`src/rtl/data_mem_arbiter.sv`:
```
// Two-port data-memory arbiter: the CPU MEM stage wins by default, and a starvation
// counter guarantees the DMA master a slot. Read data returns one cycle after issue.
module data_mem_arbiter #(
    parameter int DATA_WIDTH   = 32,
    parameter int ADDR_WIDTH   = 32,
    parameter int STARVE_LIMIT = 4
) (
    input  logic                  i_clk,
    input  logic                  i_rst_n,
    input  logic                  cpu_req,
    input  logic                  cpu_we,
    input  logic [ADDR_WIDTH-1:0] cpu_addr,
    input  logic [DATA_WIDTH-1:0] cpu_wd,
    output logic                  cpu_stall,
    output logic                  cpu_rvalid,
    output logic [DATA_WIDTH-1:0] cpu_rd,
    input  logic                  dma_req,
    input  logic                  dma_we,
    input  logic [ADDR_WIDTH-1:0] dma_addr,
    input  logic [DATA_WIDTH-1:0] dma_wd,
    output logic                  dma_gnt,
    output logic                  dma_rvalid,
    output logic [DATA_WIDTH-1:0] dma_rd,
    output logic                  m_we,
    output logic                  m_re,
    output logic [ADDR_WIDTH-1:0] m_addr,
    output logic [DATA_WIDTH-1:0] m_wd,
    input  logic [DATA_WIDTH-1:0] m_rd
);

    localparam int CW = (STARVE_LIMIT > 0) ? $clog2(STARVE_LIMIT + 1) : 1;
    localparam logic [CW-1:0] LIMIT = CW'(STARVE_LIMIT);

    logic [CW-1:0] starve_cnt;
    logic          cpu_grant;
    logic          dma_grant;

    // DMA wins only when the CPU is idle or the DMA port has waited long enough.
    assign dma_grant = dma_req & (~cpu_req | (starve_cnt >= LIMIT));
    assign cpu_grant = cpu_req & ~dma_grant;

    assign cpu_stall = cpu_req & ~cpu_grant;
    assign dma_gnt   = dma_grant;

    always_comb begin
        m_we   = 1'b0;
        m_re   = 1'b0;
        m_addr = '0;
        m_wd   = '0;
        if (cpu_grant) begin
            m_we   = cpu_we;
            m_re   = ~cpu_we;
            m_addr = cpu_addr;
            m_wd   = cpu_wd;
        end else if (dma_grant) begin
            m_we   = dma_we;
            m_re   = ~dma_we;
            m_addr = dma_addr;
            m_wd   = dma_wd;
        end
    end

    always_ff @(posedge i_clk or negedge i_rst_n) begin
        if (!i_rst_n) begin
            starve_cnt <= '0;
        end else if (!dma_req || dma_grant) begin
            starve_cnt <= '0;
        end else if (cpu_grant && starve_cnt != LIMIT) begin
            starve_cnt <= starve_cnt + 1'b1;
        end
    end

    // Read data is captured only by the port that issued the read; the other holds.
    always_ff @(posedge i_clk or negedge i_rst_n) begin
        if (!i_rst_n) begin
            cpu_rvalid <= 1'b0;
            dma_rvalid <= 1'b0;
            cpu_rd     <= '0;
            dma_rd     <= '0;
        end else begin
            cpu_rvalid <= cpu_grant & ~cpu_we;
            dma_rvalid <= dma_grant & ~dma_we;
            if (cpu_grant && !cpu_we) cpu_rd <= m_rd;
            if (dma_grant && !dma_we) dma_rd <= m_rd;
        end
    end

endmodule
```
`config.mk`:
```
export PLATFORM = sky130hd
export DESIGN_NAME = data_mem_arbiter
export DESIGN_NICKNAME = d
export VERILOG_FILES = /design/src/rtl/data_mem_arbiter.sv
export SDC_FILE = /design/constraint.sdc
export NUM_CORES = 1
export LEC_CHECK = 0
export ABC_CLOCK_PERIOD_IN_PS = 2000
export CORE_AREA = 5 5 113 115
export CTS_CLUSTER_SIZE = 25
export DETAILED_ROUTE_END_ITERATION = 7
export DIE_AREA = 0 0 118 120
export PLACE_DENSITY = 0.73
export SYNTH_ARGS = -nofsm -noshare
export SYNTH_HDL_FRONTEND = slang
export SYNTH_SLANG_ARGS = --single-unit
```
`constraint.sdc`:
```
create_clock -name i_clk -period 2 [get_ports i_clk]
set_input_delay 0.2 -clock i_clk [delete_from_list [all_inputs] [get_ports i_clk]]
set_output_delay 0.2 -clock i_clk [all_outputs]
set_load 0.05 [all_outputs]
```
* After elaboration in Yosys (flattened, before gate mapping)
Index checks and enable logic that the tools add are counted.
** Operators by class
- Add/subtract/negate cells :: 1
- Magnitude comparators :: 1
- Equal/unequal tests :: 1
- Mux-type cells :: 10
- Bitwise gates (word level) :: 11
- Reduce and logical (&&, ||, !) cells :: 8
** Operators with widths (number)
- two-way mux 32 bit :: 4
- two-way mux 3 bit :: 2
- AND 1 bit :: 5
- NOT 1 bit :: 5
- two-way mux 1 bit :: 4
- adder 3 x 1 -> 3 bit (second input constant) :: 1
- >= comparator 3 bit (second input constant) :: 1
- logical AND 1 bit :: 3
- zero test 1 bit :: 3
- inequality test 3 bit (second input constant) :: 1
- nonzero test 2 bit :: 1
- logical OR 1 bit :: 1
- bitwise OR 1 bit :: 1
** Storage, ports and cells
- Flip-flop bits (word level) :: 69
- Bits of input ports :: 166
- Output and inout port bits :: 134
- Logic and storage cells :: 37

* Logic depth before layout (Yosys ltp)
Gate-level depths: netlist of the first run.
- Depth in word-level cells :: 8
- Depth in mapped cells :: 5
- Depth with buffers taken out :: 4

* Worst setup path before layout of the first run
No wires, ideal clock.
- Path kind :: reg2out
- Start :: register starve_cnt[2]
- End :: output m_wd[22]
- Data arrival time :: 1.468 ns
- Data required time :: 1.800 ns
- Path slack :: 0.332 ns
- Cell stages (with the launch flop) :: 5
- Buffers on the path :: 1
- Path through :: dfrtp_1 > nand2b_1 > and2_1 > buf_2 > a22o_1
** Between the ends
- Longest elaborated chain between the ends :: 6
- Elaborated cells on any way between the ends :: 7
- Classes of those cells :: order compare (1); mux (2); bitwise (4)
** Ends and longest elaborated chain
- start: declaration :: line 34 : logic [CW-1:0] starve_cnt;
- start signal: assignment :: line 69 : starve_cnt <= starve_cnt + 1'b1;
- >= comparator 3 bit * :: line 39 : assign dma_grant = dma_req & (~cpu_req | (starve_cnt >= LIMIT));
- bitwise OR 1 bit * :: line 39
- AND 1 bit * :: line 39
- net dma_gnt :: line 21 : output logic dma_gnt,
- NOT 1 bit :: line 40 : assign cpu_grant = cpu_req & ~dma_grant;
- AND 1 bit :: line 40
- two-way mux 32 bit * :: line 50 : if (cpu_grant) begin
- end: declaration :: line 27 : output logic [DATA_WIDTH-1:0] m_wd,
The timed path passes the listed nets; every way through them passes the cells marked *.

* Worst setup path in the final report of the first run
- Start :: register starve_cnt[2]
- End :: output m_wd[12]
** Between the ends
- Longest elaborated chain between the ends :: 6
- Elaborated cells on any way between the ends :: 7
- Classes of those cells :: order compare (1); mux (2); bitwise (4)
** Ends and longest elaborated chain (line)
- >= comparator 3 bit * :: 39
- bitwise OR 1 bit * :: 39
- AND 1 bit * :: 39
- NOT 1 bit :: 40
- AND 1 bit :: 40
- two-way mux 32 bit * :: 50
Mark *: on every way between the ends. The rest lies on a longest branch, timed or not.

==> key figures, run 1 <==
Outcome
  – Status: finished clean

Route
  – ANT nets after route: 0
  – # DRC: 0
  – Final WL: 15500 µm
  – DRT Pass-1 Iters: 4
  – Initial DRC count: 160
  – DR vias/cell: 4.77
  – WL/cell: 22.5 µm
  – DR vias: 3292

Yosys
  – Synth warnings: 0
  – Top cells by area, synth: dfrtp_1 (51%), a22o_1 (17%), mux2_4 (13%)
  – Mapped Area: 3420 µm²
  – Syn_nets: 404
  – Seq/Total Area, Yosys: 50.5%
  – Synth area leader: dfrtp_1
  – FF+latch count, synth: 69
  – Count of different cell masters after synthesis: 22
  – Mapped Avg Cell Area: 14.5 µm²
  – Mapped Cells: 236
  – Synth top area share: 50.5%

STA
  – RSZ-0062 raised after global routing: true
  – Max Clock Freq: 504 MHz
  – Slew Limit Fails: 0
  – Final worst-path setup slack: 0.0169 ns
  – Slew Limit Headroom: 62.7%
  – Final min period: 1.98 ns
  – Fin crit share: 99.2%
  – TNS Setup: 0 ns
  – Final worst clock skew: 0.00543 ns
  – Fin. Hold Viols: 0
  – Final setup fails: 0
  – Least-Margin Pin Slew: 0.558 ns

Placed design
  – Hpwl dp: 12400 µm
  – GP Congestion: 0.854
  – Pre-CTS setup slack: -0.0424 ns
  – Placement Cell Area: 7240 µm²
  – Port Buffers: 299

Finish
  – Ant diodes: 0
  – Final Cell Area: 7680 µm²
  – Layout cells sized above 1: 31.9%
  – Nets: 706
  – Area Growth Syn to Fin: 125%

Worst setup path
  – Critical path capture point type: output pin
  – Crit Path Class: flop to output pin
  – RR Endpoint: cpu_rd[3]
  – Reg2Reg Depth: 5
  – Crit path launch type: flop
  – Slowest cell on crit path: dfrtp_2
  – Worst path max stage delay: 0.44 ns
  – Reg2Reg Launch Point: starve_cnt[2]
  – Crit-path max FO: 13
  – Reg-to-reg slack, setup: 0.39 ns
  – Worst Path Arrival: 1.78 ns
  – Worst path cell trace: nand2b_1 -> and2_4 -> buf_4 -> a22o_1 -> buf_12
  – WP data required: 1.80 ns

Pwr
  – Pleak: 3.32 nW
  – Power after layout: 0.00639 W
  – Cell Pwr Density: 832 nW/µm²
  – Worst vdd ir: 0.502 mV

CTS
  – Clock edge transition at the registers on the reported setup and hold paths: 0.06 ns
  – CTS max path bufs: 2
  – Root buffer cell: clkbuf_16
  – Clock sink count: 69
  – Clk Latency, worst-skew pair: 0.32 ns
  – CTS buffer count: 9
  – Htree depth: 3
  – CTS tree: done

Global routing
  – Grt total ovfl: 0
  – GRT Total Usage: 20.5%
  – First-pass GRT wire length: 22500 µm
  – Largest net degree at the start of global routing: 70
  – Initial antenna violation count: 0
  – Vias in the first global route: 3673

Floorplan
  – Die Height: 120 µm
  – Die area: 14200 µm²
  – Core Rows: 40
  – Core region area: 11700 µm²
  – Die Width: 118 µm
  – Top Ports: 300
  – Initial Utilization: 29.2%

Min path
  – Hold Crit Class: input pin to async pin

Run
  – Max Cap Viol: 0
## cell type report
class / instances / area [µm²]
Fill cell: 901 / 4030
Timing Repair Buffer: 312 / 3850
Sequential cell: 69 / 1730
Multi-Input combinational cell: 143 / 1600
Clock buffer: 10 / 239
Tap cell: 147 / 184
Clock inverter: 6 / 70.1
Inverter: 3 / 11.3
## worst max-delay path by stage
stage,startpoint,to,slack (ns),depth (start not counted)
detailed placement,dma_req,m_addr[4],-0.04,5
global route,cpu_req,m_wd[26],-0.04,5
CTS,starve_cnt[2],m_addr[31],0.00005,5
global placement,dma_req,m_addr[4],-0.04,5
floorplan,starve_cnt[2],m_wd[22],0.33,4
finish,starve_cnt[2],m_wd[12],0.02,5
## synthesized netlist by cell type
| master | number |
|---|---|
| and2_1 | 1 |
| ha_1 | 2 |
| inv_1 | 2 |
| a22o_1 | 65 |
| nand2_1 | 1 |
| buf_8 | 1 |
| and2b_1 | 1 |
| and3_1 | 3 |
| dfrtp_1 | 69 |
| buf_6 | 9 |
| clkbuf_1 | 3 |
| a21boi_2 | 1 |
| buf_2 | 5 |
| mux2_1 | 2 |
| nand2b_1 | 2 |
| nor2b_1 | 2 |
| mux2_2 | 33 |
| buf_4 | 2 |
| and4b_1 | 1 |
| inv_2 | 1 |
| mux2_4 | 29 |
| buf_1 | 1 |
## placed cells by master, fill, tap and decap left out, types with 2 or more instances in the layout
cell and instances:
clkdlybuf4s50_1 230, buf_12 73, dfrtp_1 68, a22o_1 56
mux2_2 33, mux2_4 29, clkbuf_16 10, a22o_4 9
buf_4 5, and3_1 3, clkinvlp_4 3, inv_1 2
nand2b_1 2, nor2b_1 2, mux2_1 2, ha_1 2
inv_6 2
## per-stage QoR
step                utilization (%)  instances  hold WS, ns
finish                         65.6        690        0.429
global placement               61.8        670        0.247
detailed placement             61.8        670        0.253
global route                   65.6        690        0.475
CTS                            64.8        687        0.445
floorplan                         -        236      -0.0956
## layer usage
layer | part of all wire, % | global-route usage (%)
met4 | 1.4 | 5.38
met5 | 0 | 0
met1 | 38 | 23.7
met3 | 12 | 10.9
met2 | 49 | 33.2
## repair_timing
action / in CTS / in global routing
pin swaps: 0 / 11
setup buffers: 0 / 2
gates resized for setup: 8 / 7
setup endpoints to repair: 63 / 65
gates cloned: 0 / 1
endpoints found under the hold margin: 69 / 0
hold buffers: 1 / 0
## cell families (layout without fill, tap and decap cells)
group	count (synthesis)	after routing	share of synthesized area (%)
flops	69	69	50.5
compound gates	66	66	17.0
mux	64	64	24.3
buf+inv	24	331	5.35
simple gates	11	11	2.09
fa+ha+maj	2	2	0.732
## state kept, by name, summed over array words and instances, names as in the netlist
signal      cells
cpu_rd         32
starve_cnt      3
dma_rd         32
cpu_rvalid      1
dma_rvalid      1
## report_power, final
group / switching [W] / internal, W
combinational: 0.00166 / 0.00137
clock: 0.000605 / 0.00101
sequential: 0.000128 / 0.00162
## critical path, delay by kind of cell (launching register included)
| kind | cells | cell delay (ns) |
|---|---|---|
| AOI/OAI and AO/OA | 1 | 0.28 |
| and+or+nand+nor | 2 | 0.38 |
| DFF | 1 | 0.44 |
| buffers and inverters | 2 | 0.36 |
No activity file was read; power rests on OpenSTA's default activity.
==> run 2: changes to the inputs <==
CORE_AREA = 2 2 116 118   (was 5 5 113 115)
PLACE_DENSITY = 0.67   (was 0.73)
SETUP_SLACK_MARGIN = 0.02   (was default)
==> key figures, run 2 (synthesis gave the netlist of run 1 again) <==
CTS
  – Root buffer cell: clkbuf_16
  – Clock sink count: 69
  – CTS max path bufs: 2
  – CTS tree: done
  – CTS buffer count: 9
  – Htree depth: 3
  – Clock edge transition at the registers on the reported setup and hold paths: 0.06 ns
  – Clk Latency, worst-skew pair: 0.32 ns

STA
  – Least-Margin Pin Slew: 0.635 ns
  – RSZ-0062 raised after global routing: true
  – Fin crit share: 97.7%
  – Final worst clock skew: 0.00561 ns
  – Slew Limit Fails: 0
  – TNS Setup: 0 ns
  – Max Clock Freq: 512 MHz
  – Fin. Hold Viols: 0
  – Slew Limit Headroom: 57.5%
  – Final setup fails: 0
  – Final min period: 1.95 ns

Outcome
  – Status: finished clean

Placed design
  – Inst Count DP: 700
  – Port Buffers: 299
  – GP Congestion: 0.786
  – Hpwl dp: 12100 µm

Global routing
  – Vias in the first global route: 3694
  – First-pass GRT wire length: 21900 µm
  – Grt total ovfl: 0
  – Largest net degree at the start of global routing: 70
  – GRT Total Usage: 20.6%
  – Initial antenna violation count: 0

Worst setup path
  – Crit-path max FO: 30
  – WP data required: 1.80 ns
  – Reg-to-reg slack, setup: 0.31 ns
  – Reg2Reg Depth: 5
  – Crit Path Class: flop to output pin
  – RR Endpoint: cpu_rd[1]
  – Worst Path Arrival: 1.75 ns
  – Reg2Reg Launch Point: starve_cnt[2]
  – Crit path to: m_addr[11]
  – Critical path capture point type: output pin
  – Crit path launch type: flop
  – CP startpoint: starve_cnt[2]

Finish
  – Biggest regs: cpu_rd (32), dma_rd (32), starve_cnt (3)
  – Final std cells w/o fill: 727
  – Ant diodes: 0
  – Most frequent cells in the layout: clkdlybuf4s50_1 (229), buf_12 (74), dfrtp_1 (69), a22o_1 (44), mux2_2 (33)
  – Nets: 714
  – Layout cells sized above 1: 35.0%
  – Commonest non-fill, non-tap cell in the layout: clkdlybuf4s50_1
  – Fillcell total: 983
  – Area Growth Syn to Fin: 133%

Pwr
  – Power after layout: 0.00666 W
  – Cell Pwr Density: 836 nW/µm²
  – Pleak: 3.46 nW
  – Worst vdd ir: 0.422 mV

Route
  – DR vias: 3345
  – DRT Pass-1 Iters: 4
  – WL/cell: 20.8 µm
  – Final WL: 15100 µm
  – # DRC: 0
  – Initial DRC count: 106
  – DR vias/cell: 4.60
  – ANT nets after route: 0

Floorplan
  – Die Height: 120 µm
  – Top Ports: 300
  – Initial Utilization: 26.3%
  – Core region area: 13000 µm²
  – Core Rows: 42
  – Die area: 14200 µm²
  – Die Width: 118 µm

Run
  – Max Cap Viol: 0

Min path
  – Hold Crit Class: input pin to flop
## run 2: changes by cell type in the layout (fill, tap and decap cells not counted), moves of 2 or more
cell and change:
a22o_1 -12, a22o_4 +12, buf_4 +6, bufinv_16 +2
clkinvlp_4 -2, nand2b_1 -2, nand2b_4 +2
## run 2: through the flow
stage	worst slack, ns	instance area, µm²	hold WS, ns	utilization (%)
6_report	0.0457	7960	0.320	61.3
5_1_grt	-0.0118	7960	0.313	61.3
4_1_cts	0.00115	7680	0.456	59.2
3_5_place_dp	-0.0102	7290	0.254	56.2
3_3_place_gp	-0.0147	7290	0.251	56.2
2_1_floorplan	0.332	3420	-0.0956	-
## run 2: worst max-delay path, cell delays in order (launching register included)
cell and delay [ns]:
dfrtp_1 0.43, nand2b_4 0.16, and2_4 0.20, buf_12 0.17, a22o_1 0.29, buf_12 0.16
## run 2: worst min-delay path by stage
| stage | start | endpoint | slack (ns) | cells past startpoint |
|---|---|---|---|---|
| global placement | i_rst_n | dma_rd[30] | 0.25 | 2 |
| global route | cpu_req | starve_cnt[2] | 0.31 | 2 |
| floorplan | i_rst_n | cpu_rd[0] | -0.1 | 0 |
| detailed placement | i_rst_n | dma_rd[30] | 0.25 | 2 |
| CTS | i_rst_n | dma_rd[30] | 0.46 | 3 |
| finish | cpu_req | starve_cnt[2] | 0.32 | 2 |
## run 2: area by class of cell
type | count | area, µm² | area share [%]
Clock buffer | 11 | 243 | 3.05
Tap cell | 176 | 220 | 2.77
Inverter | 3 | 11.3 | 0.141
Multi-Input combinational cell | 143 | 1720 | 21.6
Clock inverter | 5 | 106 | 1.34
Timing Repair Buffer | 320 | 3940 | 49.4
Sequential cell | 69 | 1730 | 21.7
## run 2: timing repair
| item | CTS | global route |
|---|---|---|
| hold buffers | 1 | 0 |
| endpoints found under the hold margin | 69 | 0 |
| resized for setup | 5 | 23 |
| buffers inserted | 1 | 7 |
| endpoints found under the setup margin | 59 | 60 |
| cloned | 0 | 2 |
| pin swaps | 0 | 5 |
## run 2: power by group
part / switching [W] / internal, W / total (W) / leakage [nW]
sequential: 0.000120 / 0.00162 / 0.00174 / 0.821
combinational: 0.00168 / 0.00140 / 0.00308 / 2.47
clock: 0.000576 / 0.00126 / 0.00183 / 0.166
## run 2: routing by layer
metal,wire (µm),global-route usage [%],up-vias
li1,-,-,1525
met1,5830,24.5,1614
met3,1620,10.3,25
met2,7380,32.9,181
met5,0,0,-
met4,297,5.95,0
